==> config.mk <==
export PLATFORM = sky130hd
export DESIGN_NAME = residue_tracker
export DESIGN_NICKNAME = d
export VERILOG_FILES = /design/src/rtl/residue_tracker.sv
export SDC_FILE = /design/constraint.sdc
export NUM_CORES = 1
export LEC_CHECK = 0
export CAP_MARGIN = 0
export CORE_AREA = 4 4 41 43
export DETAILED_ROUTE_END_ITERATION = 7
export DIE_AREA = 0 0 45 47
export PLACE_DENSITY = 0.65
export RECOVER_POWER = 100
export SYNTH_ARGS = -nofsm -noshare
export SYNTH_HDL_FRONTEND = slang
export SYNTH_SLANG_ARGS = --single-unit
==> constraint.sdc <==
create_clock -name clock -period 2.1 [get_ports clock]
set_clock_uncertainty 0.2 [all_clocks]
set_input_delay 0.42 -clock clock [delete_from_list [all_inputs] [get_ports clock]]
set_output_delay 0.42 -clock clock [all_outputs]
set_load 0.01 [all_outputs]
==> src/rtl/residue_tracker.sv <==
`default_nettype none
// ============================================================================
// Module   : residue_tracker
// Brief    : Bank of per-channel Moore counters that track qualifying serial
//            events modulo MODULUS, with clear, wrap pulse and edge mode.
// Revision : 1.0
// ============================================================================
module residue_tracker #(
  parameter int CHANNELS = 4,
  parameter int MODULUS  = 2,
  parameter int MODE     = 0,
  localparam int CW      = $clog2(MODULUS)
) (
  input  logic                   clock,
  input  logic                   RESET_n,
  input  logic [CHANNELS-1:0]    in_valid,
  input  logic [CHANNELS-1:0]    in_bit,
  input  logic [CHANNELS-1:0]    clear,
  output logic [CHANNELS*CW-1:0] residue,
  output logic [CHANNELS-1:0]    is_zero,
  output logic [CHANNELS-1:0]    wrap
);

  localparam logic [CW-1:0] c_MAX  = CW'(MODULUS - 1);
  localparam logic [CW:0]   c_MOD  = (CW + 1)'(MODULUS);
  localparam logic          c_EDGE = (MODE == 1);

  genvar gi;
  generate
    for (gi = 0; gi < CHANNELS; gi++) begin : g_ch
      logic [CW-1:0] r_st;
      logic          r_prev;
      logic          r_wrap;
      logic          w_ev;
      logic          w_bad;

      // In edge mode a 1 only counts when the previous valid sample was 0.
      assign w_ev  = in_valid[gi] & in_bit[gi] & ~(c_EDGE & r_prev);
      assign w_bad = ({1'b0, r_st} >= c_MOD);

      always_ff @(posedge clock) begin
        if (!RESET_n || clear[gi]) begin
          r_st   <= '0;
          r_prev <= 1'b0;
          r_wrap <= 1'b0;
        end else begin
          if (in_valid[gi]) begin
            r_prev <= in_bit[gi];
          end
          if (w_bad) begin
            r_st   <= '0;
            r_wrap <= 1'b0;
          end else if (w_ev) begin
            r_st   <= (r_st == c_MAX) ? '0 : r_st + 1'b1;
            r_wrap <= (r_st == c_MAX);
          end else begin
            r_wrap <= 1'b0;
          end
        end
      end

      assign residue[gi*CW +: CW] = r_st;
      assign is_zero[gi]          = (r_st == '0);
      assign wrap[gi]             = r_wrap;
    end
  endgenerate

endmodule
`default_nettype wire

==> impl_metrics.py <==
metrics = {
    "status": {
        "status": "finished, final reports clean",
    },
    "clock_tree": {
        "clk_pin_slew_ns": 0.05,
        "clockBufferDepth": 2,
        "cts_tree": "built",
        "cts-root-buf": "clkbuf_4",
        "insertion_delay_ns": 0.25,
        "numCtsBuffers": 3,
        "clock_sinks": 8,
        "cts_setup_buffers": 0,
        "h-tree-depth": 1,
        "post_cts_resized": 0,
        "cts_hold_buf": 0,
    },
    "setup_path": {
        "crit_slowest_cell": "dlygate4sd3_1",
        "cp_num_buf_inv": 2,
        "arrival_ns": 1.27,
        "critPathCaptureType": "primary output",
        "crit_family": "buffers and inverters",
        "crit_fanout": 5,
        "cp_slowest_stage_delay_ns": 0.60,
        "cp.required_ns": 1.48,
        "worstSetupPathType": "flip-flop to primary output",
        "crit_path_start_kind": "flip-flop",
        "worstPathCellList": "inv_1, dlygate4sd3_1",
    },
    "synth": {
        "avgSynthCellArea_sq_um": 8.93,
        "synth_top_area_frac": 0.408,
        "ys_seq_area_frac": 0.408,
        "ys_warn_count": 0,
        "synth_area_leaders": "dfxtp_1, buf_4, nand3b_1",
        "synth_top_cell_by_area": "dfxtp_1",
        "syn_area_sq_um": 393,
        "yosysUniqueCellTypes": 13,
        "ys_ff_latch": 8,
        "synth_nets": 58,
        "syn_inst": 44,
    },
    "route": {
        "vias_per_cell": 4.27,
        "vias": 337,
        "drt_iter0_markers": 2,
        "drt_pass1_iterations": 3,
        "ant_nets": 0,
        "post_drt_wl_per_cell_microns": 9.24,
        "drc": 0,
        "routed_wl_microns": 730,
    },
    "sta": {
        "layout_worst_path_cycle_share": 0.899,
        "relSlewSlack": 0.899,
        "finalHoldViolCount": 0,
        "worst_slew_pin_slew_ns": 0.152,
        "holdWs_ns": 0.265,
        "drv_slew": 0,
        "setup_violations": 0,
        "rsz0062_at_grt": "false",
        "setup_tns_ns": 0,
        "fmax_mhz": 530,
        "finalCriticalPeriod_ns": 1.89,
    },
    "placed_design": {
        "hpwl_microns": 625,
        "io_buffers": 25,
        "dpl_cell_area_sq_um": 602,
        "place.gp.congestion": 0.630,
    },
    "layout": {
        "antenna_cells": 0,
        "nNetsFinal": 80,
        "final_common_cell": "dlygate4sd3_1",
        "drive_above_1_share": 0.109,
        "fill_cells": 144,
        "mostFrequentLayoutCells": "dlygate4sd3_1, clkdlybuf4s50_1, dfxtp_1",
        "design_area_sq_um": 624,
        "area_delta_synth_final_pct": 58.9,
    },
    "worst_hold_path": {
        "min_path_type": "flip-flop to flip-flop",
    },
    "power_and_ir_drop": {
        "p_per_area_mw_per_mm2": 522,
        "ir_drop_uv": 259,
        "total_leakage_power_nw": 0.238,
    },
    "flow_run": {
        "drv_cap": 0,
    },
    "global_routing": {
        "overflow": 0,
        "grt_max_degree": 6,
        "grt_first_pass_wirelength_microns": 1140,
        "grt_usage": 0.0791,
        "grt_antenna_before_repair": 0,
        "grt_pass1_vias": 303,
    },
    "floorplan": {
        "dieArea_sq_mm": 0.00212,
        "initial_core_util": 0.302,
        "fp.coreArea_sq_mm": 0.00130,
        "core.rowCount": 13,
        "die_w_microns": 45,
        "io_pins": 26,
        "die_y_microns": 47,
    },
}
[final timing paths]
kind	slack, ns	end	from	cells past startpoint
worst min-delay path	0.27	g_ch[3].r_wrap$_SDFF_PP0_	g_ch[3].r_st$_SDFFE_PP0P_	2
worst max-delay path	0.21	is_zero[2]	g_ch[2].r_st$_SDFFE_PP0P_	2
worst max register to register	1.14	g_ch[0].r_st$_SDFFE_PP0P_	g_ch[0].r_st$_SDFFE_PP0P_	2
worst min register to register	0.27	g_ch[3].r_wrap$_SDFF_PP0_	g_ch[3].r_st$_SDFFE_PP0P_	2
[layer usage]
metal  global-route usage  part of all wire
met5                    0                 0
met4               0.0526            0.0068
met3               0.0613              0.15
met2                0.107              0.43
met1               0.0843              0.41
[through the flow]
step,total power [W],utilization,instances,setup slack (ns)
2_1_floorplan,0.000181,-,44,1.01
6_report,0.000326,0.480,79,0.212
4_1_cts,0.000335,0.480,79,0.279
3_3_place_gp,0.000217,0.463,76,0.563
3_5_place_dp,0.000218,0.463,76,0.551
5_1_grt,0.000343,0.480,79,0.117
[area by class of cell]
class                           count  area [sq um]  share of cell area
Timing Repair Buffer               25           250               0.401
Tap cell                           15          18.8              0.0301
Multi-Input combinational cell     24           158               0.253
Inverter                            4          15.0              0.0240
Sequential cell                     8           160               0.257
Clock buffer                        3          22.5              0.0361
[state kept, by name, indices dropped and copies added, names as in the netlist]
register	cells
g_ch.r_st	4
g_ch.r_wrap	4
[Yosys cell counts (all sizes together)]
master and number:
a21bo 4, a21oi 4, buf 8, dfxtp 8
inv 4, nand2 2, nand2b 4, nand3 2
nand3b 4, nor2 2, nor3 2
[logic make-up (layout without fill, tap and decap cells)]
family,after synthesis,count (layout),share of synthesized area
compound gates,8,8,0.172
buf+inv,12,32,0.191
simple gates,16,16,0.229
flops,8,8,0.408
[worst reg2reg max path: stages, from the launching register on]
cell and delay, ns:
dfxtp_1 0.37, a21bo_1 0.23, a21oi_2 0.10
[power by group]
part,leakage (nW),internal [W],total (W),switching (W)
logic,0.159,0.0000356,0.0000539,0.0000183
registers,0.0648,0.000155,0.000157,0.00000225
clock network,0.0138,0.0000652,0.000115,0.0000496
No activity file was read; power rests on OpenSTA's default activity.
